## src/rtl/seven_seg_demux_rx.sv

```systemverilog
// Receive side of the two-digit multiplexed seven-segment bus: captures the
// high/low digit patterns, decodes them to nibbles and supervises strobe timing.
module seven_seg_demux_rx #(
  parameter int FREQ  = 12500,
  parameter int TOL   = 2,
  parameter int CBITS = 15
) (
  input  logic       clk,
  input  logic       rst,
  input  logic [6:0] seg_in,
  input  logic       strobe_in,
  output logic [6:0] seg_hi_raw,
  output logic [6:0] seg_lo_raw,
  output logic [3:0] digit_hi,
  output logic [3:0] digit_lo,
  output logic [1:0] decode_err,
  output logic       frame_valid,
  output logic       locked,
  output logic       period_err
);

  // strobe_in has no back-pressure: every cycle it is sampled high is one
  // strobe and seg_in is taken that cycle; frame_valid is a one-cycle pulse
  // with no ready, the captured data stays on the outputs until the next frame.

  localparam logic [CBITS-1:0] P_MIN   = CBITS'(FREQ + 1 - TOL);
  localparam logic [CBITS-1:0] P_MAX   = CBITS'(FREQ + 1 + TOL);
  localparam logic [CBITS-1:0] P_LIMIT = CBITS'(FREQ + TOL + 2);
  localparam logic [CBITS-1:0] C_SAT   = '1;

  typedef enum logic {WAIT_HI = 1'b0, WAIT_LO = 1'b1} phase_t;

  phase_t           r_phase;
  phase_t           w_phase_nxt;
  logic             w_capture_hi;
  logic             w_frame_done;

  logic [6:0]       r_hi_buf;
  logic [CBITS-1:0] r_cnt;
  logic [1:0]       r_good_cnt;
  logic [1:0]       w_good_nxt;
  logic             r_first;
  logic             w_in_range;
  logic             w_bad;
  logic             w_good;
  logic             w_timeout;
  logic [4:0]       w_dec_hi;
  logic [4:0]       w_dec_lo;

  // Returns {invalid, nibble}; unknown patterns decode to nibble 0.
  function automatic logic [4:0] decode(input logic [6:0] p);
    logic [4:0] r;
    case (p)
      7'h3F:   r = 5'h00;
      7'h06:   r = 5'h01;
      7'h5B:   r = 5'h02;
      7'h4F:   r = 5'h03;
      7'h66:   r = 5'h04;
      7'h6D:   r = 5'h05;
      7'h7D:   r = 5'h06;
      7'h07:   r = 5'h07;
      7'h7F:   r = 5'h08;
      7'h6F:   r = 5'h09;
      7'h77:   r = 5'h0A;
      7'h7C:   r = 5'h0B;
      7'h39:   r = 5'h0C;
      7'h5E:   r = 5'h0D;
      7'h79:   r = 5'h0E;
      7'h71:   r = 5'h0F;
      default: r = 5'h10;
    endcase
    return r;
  endfunction

  always_ff @(posedge clk) begin
    if (rst) r_phase <= WAIT_HI;
    else     r_phase <= w_phase_nxt;
  end

  always_comb begin
    w_phase_nxt  = r_phase;
    w_capture_hi = 1'b0;
    w_frame_done = 1'b0;
    case (r_phase)
      WAIT_HI: if (strobe_in) begin
        w_capture_hi = 1'b1;
        w_phase_nxt  = WAIT_LO;
      end
      WAIT_LO: if (strobe_in) begin
        w_frame_done = 1'b1;
        w_phase_nxt  = WAIT_HI;
      end
      default: w_phase_nxt = WAIT_HI;
    endcase
  end

  // A strobe landing exactly in the timeout cycle wins over the timeout.
  always_comb begin
    w_in_range = (r_cnt >= P_MIN) && (r_cnt <= P_MAX);
    w_bad      = strobe_in && !r_first && !w_in_range;
    w_good     = strobe_in && !r_first && w_in_range;
    w_timeout  = !strobe_in && (r_cnt == P_LIMIT);
    w_good_nxt = r_good_cnt;
    if (w_bad || w_timeout)
      w_good_nxt = 2'd0;
    else if (w_good && (r_good_cnt != 2'd3))
      w_good_nxt = r_good_cnt + 2'd1;
    w_dec_hi = decode(r_hi_buf);
    w_dec_lo = decode(seg_in);
  end

  always_ff @(posedge clk) begin
    if (rst) begin
      r_hi_buf    <= '0;
      r_cnt       <= '0;
      r_good_cnt  <= '0;
      r_first     <= 1'b1;
      seg_hi_raw  <= '0;
      seg_lo_raw  <= '0;
      digit_hi    <= '0;
      digit_lo    <= '0;
      decode_err  <= '0;
      frame_valid <= 1'b0;
      locked      <= 1'b0;
      period_err  <= 1'b0;
    end else begin
      if (strobe_in)            r_cnt <= CBITS'(1);
      else if (r_cnt != C_SAT)  r_cnt <= r_cnt + CBITS'(1);

      if (strobe_in)      r_first <= 1'b0;
      else if (w_timeout) r_first <= 1'b1;

      r_good_cnt  <= w_good_nxt;
      period_err  <= w_bad || w_timeout;
      frame_valid <= w_frame_done;

      if (w_capture_hi) r_hi_buf <= seg_in;

      if (w_frame_done) begin
        seg_hi_raw <= r_hi_buf;
        seg_lo_raw <= seg_in;
        digit_hi   <= w_dec_hi[3:0];
        digit_lo   <= w_dec_lo[3:0];
        decode_err <= {w_dec_hi[4], w_dec_lo[4]};
      end

      if (w_bad || w_timeout)
        locked <= 1'b0;
      else if (w_frame_done && (w_good_nxt >= 2'd2))
        locked <= 1'b1;
    end
  end

endmodule

```

## config.mk

```make
export PLATFORM = sky130hd
export DESIGN_NAME = seven_seg_demux_rx
export DESIGN_NICKNAME = d
export VERILOG_FILES = /design/src/rtl/seven_seg_demux_rx.sv
export SDC_FILE = /design/constraint.sdc
export NUM_CORES = 1
export LEC_CHECK = 0
export ABC_AREA = 1
export CAP_MARGIN = 20
export CELL_PAD_IN_SITES_DETAIL_PLACEMENT = 0
export CELL_PAD_IN_SITES_GLOBAL_PLACEMENT = 1
export CORE_UTILIZATION = 48
export DETAILED_ROUTE_END_ITERATION = 7
export DONT_BUFFER_PORTS = 1
export PLACE_DENSITY_LB_ADDON = 0.1
export SETUP_SLACK_MARGIN = 0.05
export SYNTH_ARGS = -nofsm -noshare
export SYNTH_HDL_FRONTEND = slang
export SYNTH_SLANG_ARGS = --single-unit
export TNS_END_PERCENT = 10
```

## constraint.sdc

```tcl
create_clock -name clk -period 4.15 [get_ports clk]
set_input_delay 0.415 -clock clk [delete_from_list [all_inputs] [get_ports clk]]
set_output_delay 0.415 -clock clk [all_outputs]
set_load 0.02 [all_outputs]
```

* Word-level counts from Yosys, hierarchy flattened *
Index checks and enable logic that the tools add are counted.

word-level totals
  register bits = 53
  logic and storage cells = 83

cells by class
  add/sub/neg operators = 2
  magnitude comparators = 3
  equality and inequality tests = 35
  multiplexer cells = 13
  bitwise logic cells = 1
  reductions and logical operators = 15

operators by type and width
  operator                                                              number
  equality test 7 bit (second input constant)                           24
  case mux 5 bit (16 select lines)                                      2
  equality test 7 x 3 -> 1 bit (second input constant)                  4
  equality test 7 x 6 -> 1 bit (second input constant)                  4
  adder 15 x 1 -> 15 bit (second input constant)                        1
  equality test 15 x 14 -> 1 bit (second input constant)                1
  greater-or-equal comparator 15 x 14 -> 1 bit (second input constant)  1
  <= comparator 15 x 14 -> 1 bit (second input constant)                1
  inequality test 15 bit (second input constant)                        1
  2-to-1 mux 1 bit                                                      8
  logical AND 1 bit                                                     7
  2-to-1 mux 2 bit                                                      2
  nonzero test 2 bit                                                    2
  OR reduction 2 bit                                                    2
  logical NOT 1 bit                                                     3
  adder 2 x 1 -> 2 bit (second input constant)                          1
  greater-or-equal comparator 2 bit (second input constant)             1
  inequality test 2 bit (second input constant)                         1
  case mux 1 bit (2 select lines)                                       1
  logical OR 1 bit                                                      1
  inverter 1 bit                                                        1

* Depth between registers and ports, before layout *
Gate-level depths: netlist of run 1.

  word-level depth = 8
  depth in mapped cells = 11
  gate-level depth less buffers = 11

* Worst setup path after synthesis of run 1 *
OpenSTA, ideal clock, no wires.

  kind = register -> register
  start point = register r_cnt[0]
  end point = register r_cnt[0]
  arrival time = 1.331 ns
  data required time = 4.018 ns
  path slack = 2.687 ns
  stages on the path, launching flop included = 7
  period minus slack after synthesis = 1.463 ns
  path through = dfxtp_1 > ha_1 > nand3_1 > nor4_4 > nand2_4 > a21oi_1 > a21oi_1

between the ends
  cells in the longest elaborated chain, start to end = 3

RTL lines
  item                    RTL line  RTL
  from (decl)             39        logic [CBITS-1:0] r_cnt;
  from (signal assigned)  128       else if (r_cnt != C_SAT) r_cnt <= r_cnt + CBITS'(1);
  adder 15 x 1 -> 15 bit  128
  2-to-1 mux 1 bit        128
  2-to-1 mux 1 bit        127       if (strobe_in) r_cnt <= CBITS'(1);

Several ways; a longest one is shown, not always the timed one. The select of a mux whose other input is x is not followed.
A chain may end at the register's enable or synchronous reset.

* Worst setup path in the final report of run 1 *
  start point = register r_cnt[1]
  end point = register r_cnt[0]

between the ends
  cells in the longest elaborated chain, start to end = 2

RTL lines
  item                          RTL line
  inequality test 15 bit        128
  nonzero test 2 bit (no line)  -

No other way between the ends.

==> results of run 1 <==
-- synth_stat cells (5+ instances only) --
cell type	instances
dfxtp_1	53
nand3_1	22
nor2_1	53
inv_1	44
o21ai_0	34
nand4_1	18
clkbuf_1	8
a21oi_1	35
ha_1	5
nor3_1	12
nand2_1	69
xor2_1	5
-- area by class of cell --
| type | count | area (um^2) |
|---|---|---|
| clock buffer | 6 | 72.6 |
| inverter | 48 | 185 |
| fill | 537 | 2420 |
| timing repair buffer | 1 | 7.51 |
| multi-input combinational | 273 | 1390 |
| sequential | 53 | 1060 |
| tap | 70 | 87.6 |
| clock inverter | 2 | 10.0 |
-- layer usage --
metal	vias to the layer above	track usage, %	share of wire, %
met1	1060	31.1	51
met4	0	5.58	1.0
li1	1273	-	-
met2	72	29.8	40
met3	7	7.14	7.6
met5	-	0	0
-- metrics by stage --
stage | worst slack (ns) | area, um^2 | cells | utilization [%] | hold slack, ns
final | 2.50 | 2820 | 453 | 53.8 | 0.164
after global routing | 2.31 | 2820 | 453 | 53.8 | 0.154
after CTS | 2.49 | 2820 | 453 | 53.8 | 0.152
after detailed placement | 2.51 | 2740 | 445 | 52.2 | 0.488
after global placement | 2.56 | 2740 | 445 | 52.2 | 0.485
after floorplan | 2.69 | 2680 | 383 | - | 0.476
-- state kept, by name, summed over array words and instances (netlist names) --
signal,flops
r_cnt,15
r_hi_buf,7
seg_hi_raw,7
seg_lo_raw,7
digit_hi,4
digit_lo,4
decode_err,2
r_good_cnt,2
frame_valid,1
locked,1
period_err,1
r_first,1
r_phase,1
-- final timing paths --
path / slack (ns) / to / from / depth (start not counted)
setup reg to reg: 2.50 / r_cnt[0] / r_cnt[1] / 7
setup / recovery: 2.50 / r_cnt[0] / r_cnt[1] / 7
hold reg to reg: 0.52 / r_cnt[6] / r_cnt[6] / 2
hold / removal: 0.16 / digit_hi[1] / rst / 1
-- logic make-up (layout without fill, tap and decap cells) --
logic type / count (synthesis) / in the layout
buffers and inverters: 57 / 57
and+or+nand+nor: 182 / 182
adders and majority gates: 5 / 5
AOI/OAI and AO/OA: 78 / 78
xor gates and xnor gates: 8 / 8
DFF: 53 / 53
-- power by group --
group	internal (W)	total (W)	switching (W)
clock	0.000117	0.000282	0.000164
sequential	0.000532	0.000570	0.0000379
combinational	0.0000236	0.0000758	0.0000522
==> summary.md, run 1 <==
| Metric | Value |
|---|---|
| Vias per cell | 5.32 |
| Total grt overflow | 0 |
| Die height | 76.7 um |
| Period utilization | 39.8% |
| Synth area leader | dfxtp_1 |
| Clock root cell | clkbuf_8 |
| EDFF count, synth | 0 |
| IO Count | 37 |
| Hold Path Class | primary input to register |
| CTS clk-pin slew, worst paths | approximately 0.10 ns |
| ANT nets after route | 0 |
| DP HPWL | roughly 4.4 mm |
| Slew Limit Fails | 0 |
| Synth-to-Final Area Change | 5.33% |
| Initial Utilization | 51.1% |
| Post-synthesis mux area share | 0% |
| Leakage | 1.25 nW |
| Synthesized netlist cell count | 383 |
| Largest family of logic cells by synthesized area | simple AND/OR/NAND/NOR gates |
| Final setup TNS | 0 ns |
| Status | completed |
| Clock skew | 0.0118 ns |
| #FFs+latches synth | 53 |
| Number of cell rows | 26 |
| Mapped Area | approximately 2700 um^2 |
| CP max FO | 9 |
| CP Cell Sequence | ha_1, nand3_1, nor4_4, nand2_4, clkinv_4, nand3_2, a21oi_1 |
| Post-Route WL | 5.95 mm |
| Synth area leaders | dfxtp_1, nand2_1, nor2_1 |
| Required time of the critical path | 4.38 ns |
| Mean Syn Cell Area | 6.98 um^2 |
| CP endpoint kind | register |
| Design Power | 0.000928 W |
| # H-tree levels | 2 |
| Core area | 5240 um^2 |
| Clk Latency, worst-skew pair | 0.31 ns |
| GR Util All Layers | roughly a fifth |
| Port Buffers | 0 |
| Vias in the first global route | 2113 |
| First-pass GRT wire length | 10.0 mm |
| Highest clock rate | 605 MHz |
| CTS tree | built |
| Drt pass-1 iters | 4 |
| Final net count | roughly 400 |
| Num CTS Buffers | 5 |
| Compound-gate portion of the synthesized area | 15.3% |
| Clock buffer depth | 2 |
| Final setup viols | 0 |
| DR DRC count | 0 |
| # hold bufs at CTS | 0 |
| CP max stage cell | dfxtp_1 |
| Simple-gate area share of the yosys netlist | 31.8% |
| Hold Fails Final Rpt | 0 |
| Syn. warnings | 0 |
| Initial antenna violation count | 0 |
| Post-CTS sizing | 0 |
| Die area | 5880 um^2 |
| Post-CTS Setup Bufs | 0 |
| Main synth FF type | dfxtp_1 |
| VDD IR max | 0.191 mV |
| CP Launch Type | register |
| RSZ-0062 raised after global routing | no |
| CP peak stage delay | between 0.4 and 0.5 ns |
| WL/cell | 13.1 um |
| Clock sinks | 53 |
| Slew @ Worst Pin | 0.698 ns |
| Antenna diode count | 0 |
| Delay-heaviest family, CP | simple AND/OR/NAND/NOR gates |
| CP Data Arrival Time | ~1.9 ns |
| Initial DRC Count | 124 |
| Synth top area share | 39.7% |
| XOR/XNOR Fraction of Synth Area | under 10% |
| Max_cap viols | 0 |
| Largest net degree at the start of global routing | 41 |
| Slew HR | 53.4% |
| Via count | between 2000 and 2500 |
| Syn nets | 398 |
| Placer congestion estimate | 0.880 |
| Commonest cells after routing, fill and taps aside | nand2_1, nor2_1, dfxtp_1 |
| Post-synthesis adder-cell area fraction | 2.34% |
| Most common cell after layout, fill and taps aside | nand2_1 |
| Final min period | 1.65 ns |
| Distinct cell type count after synthesis | 27 |
| Layout cells sized above 1 | under 10% |
| Sequential fraction of the synthesis area | around two fifths |
| FFs w/ async S/R, synth | 0% |
| Critical path class | register to register |
| Pwr dens | about 330 nW/um^2 |
| Buf/Inv on CP | 1 |
| Die Wd | between 70 and 80 um |
No activity file was read; power rests on OpenSTA's default activity.
==> run 2, diff against run 1 <==
Settings changed: ABC_AREA 1 to 0, CORE_UTILIZATION 48 to 43.
Clock period 4.15 ns to 1.4 ns, I/O delays scaled along.
==> run 2 against run 1 <==
Compared with the run above: the flow now finishes with violations (negative setup slack); flip-flop and latch count unchanged; total power increased to 3.4 times the previous value; first-iteration DRC count shrank 60%; final cell count decreased by 0.66%; area after synthesis is 3.2% higher; sequential power rose to 2.9 times the previous value; largest cell class unchanged.
==> summary.md, run 2 <==
| Metric | Value |
|---|---|
| Highest clock rate | 491 MHz (-19%) |
| Vias in the first global route | 2377 (+12%) |
| Final worst slack | -0.639 ns (-3.14 ns) |
| Hold Fails Final Rpt | 0 (unchanged) |
| CP max FO | 3 (-6) |
| Synth-to-Final Area Change | 29.0% |
| Die height | 82.1 um (+7.1%) |
| Syn nets | 341 (-14%) |
| Clock root cell | clkbuf_8 |
| Synth top area share | 38.4% (-1.2 points) |
| Vias per cell | 5.55 (+4.2%) |
| Sequential fraction of the synthesis area | 38.4% (-1.2 points) |
| NetSw | 0.000814 W (+220%) |
| CP max stage cell | or4_4 |
| Clock skew | 0.00474 ns (-0.00701 ns) |
| Hold Path Class | primary input to register |
| Buf/Inv on CP | 0 (-1) |
| Num CTS Buffers | 5 (unchanged) |
| Worst slack at placement | -0.684 ns (-3.19 ns) |
| Final min period | 2.04 ns (+0.385 ns) |
| Mapped Area | 2760 um^2 (+3.2%) |
| WL/cell | 14.7 um (+12%) |
| Required time of the critical path | 1.64 ns (-2.74 ns) |
| Clock power frac | 34.1% (+3.7 points) |
| Port Buffers | 0 (unchanged) |
| Largest net degree at the start of global routing | 34 (-17%) |
| Multi-input gate area | 1680 um^2 (+20%) |
| Min-delay src | strobe_in |
| Drt pass-1 iters | 4 (unchanged) |
| GR Util All Layers | 21.4% (about the same) |
| CP Launch Point | r_cnt[8] |
| EDFF count, synth | 0 (unchanged) |
| Internal cell power | 0.00231 W (+240%) |
| Leakage | 1.32 nW (+5.7%) |
| Critical path class | register to register |
| Most common cell after layout, fill and taps aside | buf_4 |
| Via count | 2496 (+3.5%) |
| Final setup viols | 23 (+23) |
| Finished Layout Cells | 450 (-0.66%) |
| Sequential Power Share | 52.9% (-8.6 points) |
| Most common library cells after synthesis | dfxtp_1, nor2_1, mux2i_1, clkbuf_1 |
| DP HPWL | 4.68 mm (+5.3%) |
| Status | finished with violations |
| Number of fillers in the final layout | 549 (+2.2%) |
| Clock sinks | 53 (unchanged) |
| Pwr dens | 878 nW/um^2 (+170%) |
| Most flop-heavy register | r_cnt |
| Synth area leader | dfxtp_1 |
| Initial DRC Count | 49 (-60%) |
| Slew @ Worst Pin | 0.391 ns (-0.307 ns) |
| Slew Limit Fails | 0 (unchanged) |
| Main synth FF type | dfxtp_1 |
| Mean Syn Cell Area | 8.47 um^2 (+21%) |
| Die area | 6740 um^2 (+15%) |
| Distinct cell type count after synthesis | 54 (+100%) |
| First-pass GRT wire length | 11.1 mm (+10%) |
| CP endpoint kind | register |
| FF-to-FF Start | r_cnt[8] |
| Post-Route WL | 6.63 mm (+11%) |
| Max_cap viols | 0 (unchanged) |
| FFs w/ async S/R, synth | 0% (unchanged) |
| Initial Utilization | 45.5% (-5.5 points) |
| Reg area | 1080 um^2 (+1.8%) |
| # H-tree levels | 2 (unchanged) |
| Delay-heaviest family, CP | simple AND/OR/NAND/NOR gates |
| Clock buffer depth | 2 (unchanged) |
| CTS tree | built |
| Die Wd | 82.1 um (+7.1%) |
| CP Cell Sequence | or4_4, or4_4, o41ai_4, nand3_2, a211oi_2 |
| CP peak stage delay | 0.53 ns (+0.12 ns) |
| IO Count | 37 (unchanged) |
| Core area | 6060 um^2 (+16%) |
| Switching share of power | 26.0% (-1.4 points) |
| Comb pwr share | 13.0% (+4.8 points) |
| Antenna diode count | 0 (unchanged) |
| Synth area leaders | dfxtp_1, mux2i_1, nor2_1 |
| DR DRC count | 0 (unchanged) |
| #FFs+latches synth | 53 (unchanged) |
| Period utilization | 146% (+110 points) |
| ANT nets after route | 0 (unchanged) |
| Synthesized netlist cell count | 326 (-15%) |
| RSZ-0062 raised after global routing | yes |
| Violated checks | negative setup slack |
| Commonest cells after routing, fill and taps aside | buf_4, nor2_1, dfxtp_1 |
| CTS clk-pin slew, worst paths | 0.10 ns (about the same) |
| Placer congestion estimate | 0.864 (-1.8%) |
| Final net count | 389 (-2.0%) |
| Layout cells sized above 1 | 28.5% (+24 points) |
| VDD IR max | 0.607 mV (+220%) |
| FF-to-FF setup slack | -0.64 ns (-3.14 ns) |
| Total grt overflow | 0 (unchanged) |
| CP Data Arrival Time | 2.28 ns (+0.40 ns) |
| Largest register FFs | 15 (unchanged) |
| Critical Path Most Common Cell | or4_4 |
| Fin Hold WS | 0.0126 ns (-0.151 ns) |
| CP Launch Type | register |
| Number of cell rows | 28 (+7.7%) |
| Syn. warnings | 0 (unchanged) |
| Clk Latency, worst-skew pair | 0.30 ns (about the same) |
| Initial antenna violation count | 0 (unchanged) |
| Slew HR | 73.2% (+20 points) |
| Placed cell count | 434 (-2.5%) |
run 2: cell count changes in the layout (fill, tap and decap cells not counted), moves of 10 or more:
cell and change:
inv_1 -34, a21oi_1 -25, nand2_1 -56, nand4_1 -15
buf_4 +52, o21ai_0 -29, a211oi_1 +10, nand3_1 -11
mux2i_1 +23, dfxtp_1 -11
run 2: final cells by class:
type | count | share of cell area (%)
multi-input combinational | 236 | 47.1
sequential | 53 | 30.3
timing repair buffer | 67 | 15.6
tap | 75 | 2.64
clock buffer | 5 | 1.93
clock inverter | 3 | 1.23
inverter | 11 | 1.16
run 2: power groups by stage:
| stage | clock network [W] | registers, W | logic, W |
|---|---|---|---|
| after floorplan | 0 | 0.00167 | 0.000279 |
| after global placement | 0 | 0.00168 | 0.000349 |
| after detailed placement | 0 | 0.00169 | 0.000353 |
| after CTS | 0.00109 | 0.00165 | 0.000408 |
| after global routing | 0.00118 | 0.00166 | 0.000454 |
| final | 0.00106 | 0.00165 | 0.000406 |
run 2: timing repair:
| action | 4_1_cts | 5_1_grt |
|---|---|---|
| hold buffers | 8 | 0 |
| resized for setup | 30 | 6 |
| setup buffers | 0 | 0 |
| pin swaps | 13 | 3 |
| hold endpoints to repair | 33 | 0 |
| endpoints found under the setup margin | 26 | 26 |
run 2: through the flow:
stage / cell area, um^2 / total power [W] / TNS [ns] / utilization [%]
floorplan: 2810 / 0.00195 / -6.52 / -
global placement: 3240 / 0.00203 / -6.89 / 53.5
detailed placement: 3240 / 0.00204 / -7.10 / 53.5
CTS: 3530 / 0.00316 / -5.67 / 58.3
global route: 3560 / 0.00329 / -7.58 / 58.7
finish: 3560 / 0.00313 / -5.59 / 58.7
run 2: path summary, 6_finish.rpt:
path,depth (start not counted),endpoint
max reg2reg,5,locked
min,2,r_phase
max,5,locked
min reg2reg,1,r_first
run 2: logic make-up (layout without fill, tap and decap cells):
group | Yosys count | count (layout) | share of synthesized area, %
buffers and inverters | 37 | 86 | 5.21
AND/OR/NAND/NOR | 131 | 131 | 24.6
flip-flops | 53 | 53 | 38.4
XOR/XNOR | 13 | 13 | 4.13
AO/OA/AOI/OAI | 64 | 64 | 17.0
adder cells (fa/ha/maj) | 5 | 5 | 2.27
multiplexers | 23 | 23 | 8.34
run 2: per-layer routing:
metal / vias to the layer above / part of all wire (%) / GRT usage, %
li1: 1265 / - / -
met1: 1178 / 45 / 26.2
met2: 47 / 50 / 37.7
met3: 6 / 4.0 / 4.62
met4: 0 / 0.92 / 5.61
met5: - / 0 / 0
==> run 3, diff against run 2 <==
Settings changed: CORE_ASPECT_RATIO from default to 0.6, SLEW_MARGIN from default to 0.
==> run 3 against run 2 <==
Compared with the run above: the run still ends with negative setup slack left; register-to-register slack hardly changed; die area is 0.15% higher; final cell count is 3.3% higher; critical path depth stayed put; clock power is 16% lower; critical endpoint unchanged.
==> summary.md, run 3 (synthesis gave the netlist of run 2 again) <==
| Metric | Value |
|---|---|
| Status | finished with violations |
| Violated checks | negative setup slack |
| Pwr dens | 817 nW/um^2 (-7.0%) |
| Core area | 6170 um^2 (+1.7%) |
| Fin Hold WS | 0.0325 ns (+0.0199 ns) |
| Die height | 64.1 um (-22%) |
| Slew @ Worst Pin | 0.570 ns (+0.179 ns) |
| Critical path class | register to register |
| Largest register FFs | 15 (unchanged) |
| Number of fillers in the final layout | 579 (+5.5%) |
| DP HPWL | 5.22 mm (+11%) |
| Hold Fails Final Rpt | 0 (unchanged) |
| VDD IR max | 0.546 mV (-10%) |
| Port Buffers | 0 (unchanged) |
| Final net count | 395 (+1.5%) |
| Highest clock rate | 489 MHz (-0.29%) |
| # H-tree levels | 2 (unchanged) |
| Clock sinks | 53 (unchanged) |
| CP Data Arrival Time | 2.28 ns (about the same) |
| Vias in the first global route | 2350 (-1.1%) |
| Die area | 6750 um^2 (+0.15%) |
| Most common cell after layout, fill and taps aside | buf_4 |
| CP max FO | 3 (unchanged) |
| Final worst slack | -0.645 ns (-0.00601 ns) |
| CP Launch Type | register |
| Most flop-heavy register | r_cnt |
| Vias per cell | 5.35 (-3.5%) |
| ANT nets after route | 0 (unchanged) |
| Clock buffer depth | 2 (unchanged) |
| RSZ-0062 raised after global routing | yes |
| Num CTS Buffers | 5 (unchanged) |
| Final setup viols | 23 (unchanged) |
| Hold Path Class | primary input to register |
| Layout cells sized above 1 | 30.7% (+2.2 points) |
| Antenna diode count | 0 (unchanged) |
| Via count | 2488 (-0.32%) |
| Synth-to-Final Area Change | 32.4% |
| CP endpoint kind | register |
| Required time of the critical path | 1.63 ns (about the same) |
| Clk Latency, worst-skew pair | 0.30 ns (about the same) |
| Placer congestion estimate | 0.832 (-3.7%) |
| Initial antenna violation count | 0 (unchanged) |
| CTS tree | built |
| Die Wd | 105 um (+28%) |
| DR DRC count | 0 (unchanged) |
| Slew Limit Fails | 0 (unchanged) |
| Slew HR | 61.6% (-12 points) |
| First-pass GRT wire length | 12.1 mm (+9.3%) |
| Max_cap viols | 0 (unchanged) |
| Clock root cell | clkbuf_8 |
| IO Count | 37 (unchanged) |
| Initial Utilization | 44.8% (-0.78 points) |
| Number of cell rows | 22 (-21%) |
| Worst slack at placement | -0.697 ns (-0.0133 ns) |
| Layout Utilization | 59.3% (+0.52 points) |
| Final setup TNS | -5.98 ns (-0.382 ns) |
| Total grt overflow | 0 (unchanged) |
| Clock skew | 0.00622 ns (+0.00148 ns) |
| Leakage | 1.34 nW (+1.5%) |
| Post-Route WL | 7.35 mm (+11%) |
| CTS clk-pin slew, worst paths | 0.10 ns (about the same) |
| Largest net degree at the start of global routing | 33 (-2.9%) |
| Initial DRC Count | 146 (+200%) |
| WL/cell | 15.8 um (+7.4%) |
| Period utilization | 146% (+0.43 points) |
| Commonest cells after routing, fill and taps aside | buf_4, nor2_1, dfxtp_1 |
| Final min period | 2.04 ns (+0.00601 ns) |
| Drt pass-1 iters | 4 (unchanged) |
| GR Util All Layers | 23.0% (+1.6 points) |
==> run 3: cell count changes in the layout (fill, tap and decap cells not counted), sizes merged <==
cell	change
clkinv	+1
bufinv	-1
buf	+4
dlygate4sd3	+2
==> run 3: critical path, cell delays in order (launching register included) <==
cell      delay, ns
dfxtp_2        0.33
or4_4          0.52
or4_4          0.52
o41ai_4        0.29
nand3_2        0.12
a211oi_2       0.19
==> run 3: timing repair <==
action	CTS	global route
gates resized for setup	31	12
setup endpoints to repair	26	37
hold endpoints to repair	32	1
pin swaps	9	6
hold buffers	9	1
buffers inserted	0	0
==> run 3: final timing paths <==
kind / start / endpoint / slack, ns / cells past startpoint
min reg2reg: r_first / r_first / 0.47 / 1
min: strobe_in / r_cnt[0] / 0.03 / 2
max reg2reg: r_cnt[8] / locked / -0.64 / 5
max: r_cnt[8] / locked / -0.64 / 5
==> run 3: layer usage <==
| metal | share of wire, % | vias up | GRT usage (%) |
|---|---|---|---|
| met2 | 36 | 60 | 29.1 |
| met5 | 0 | - | 0 |
| met1 | 57 | 1144 | 37.6 |
| met3 | 6.1 | 2 | 5.61 |
| met4 | 0.33 | 0 | 3.70 |
| li1 | - | 1282 | - |
==> run 3: cell type report <==
| class | count | area (um^2) | area share [%] |
|---|---|---|---|
| clock buffer | 5 | 68.8 | 1.88 |
| clock inverter | 3 | 26.3 | 0.719 |
| inverter | 11 | 41.3 | 1.13 |
| multi-input combinational | 236 | 1710 | 46.9 |
| sequential | 53 | 1080 | 29.6 |
| tap | 84 | 105 | 2.88 |
| timing repair buffer | 73 | 618 | 16.9 |
==> run 3: through the flow <==
stage                     std cells  cell area (um^2)  power (W)
after floorplan                 326              2810    0.00195
after global placement          447              3300    0.00205
after detailed placement        447              3300    0.00205
after CTS                       464              3580    0.00301
after global routing            465              3650    0.00314
final                           465              3650    0.00298
==> run 3: where the power goes <==
| group | switching (W) | total, W | internal (W) |
|---|---|---|---|
| combinational | 0.000215 | 0.000435 | 0.000219 |
| sequential | 0.0000873 | 0.00165 | 0.00157 |
| clock | 0.000530 | 0.000895 | 0.000365 |
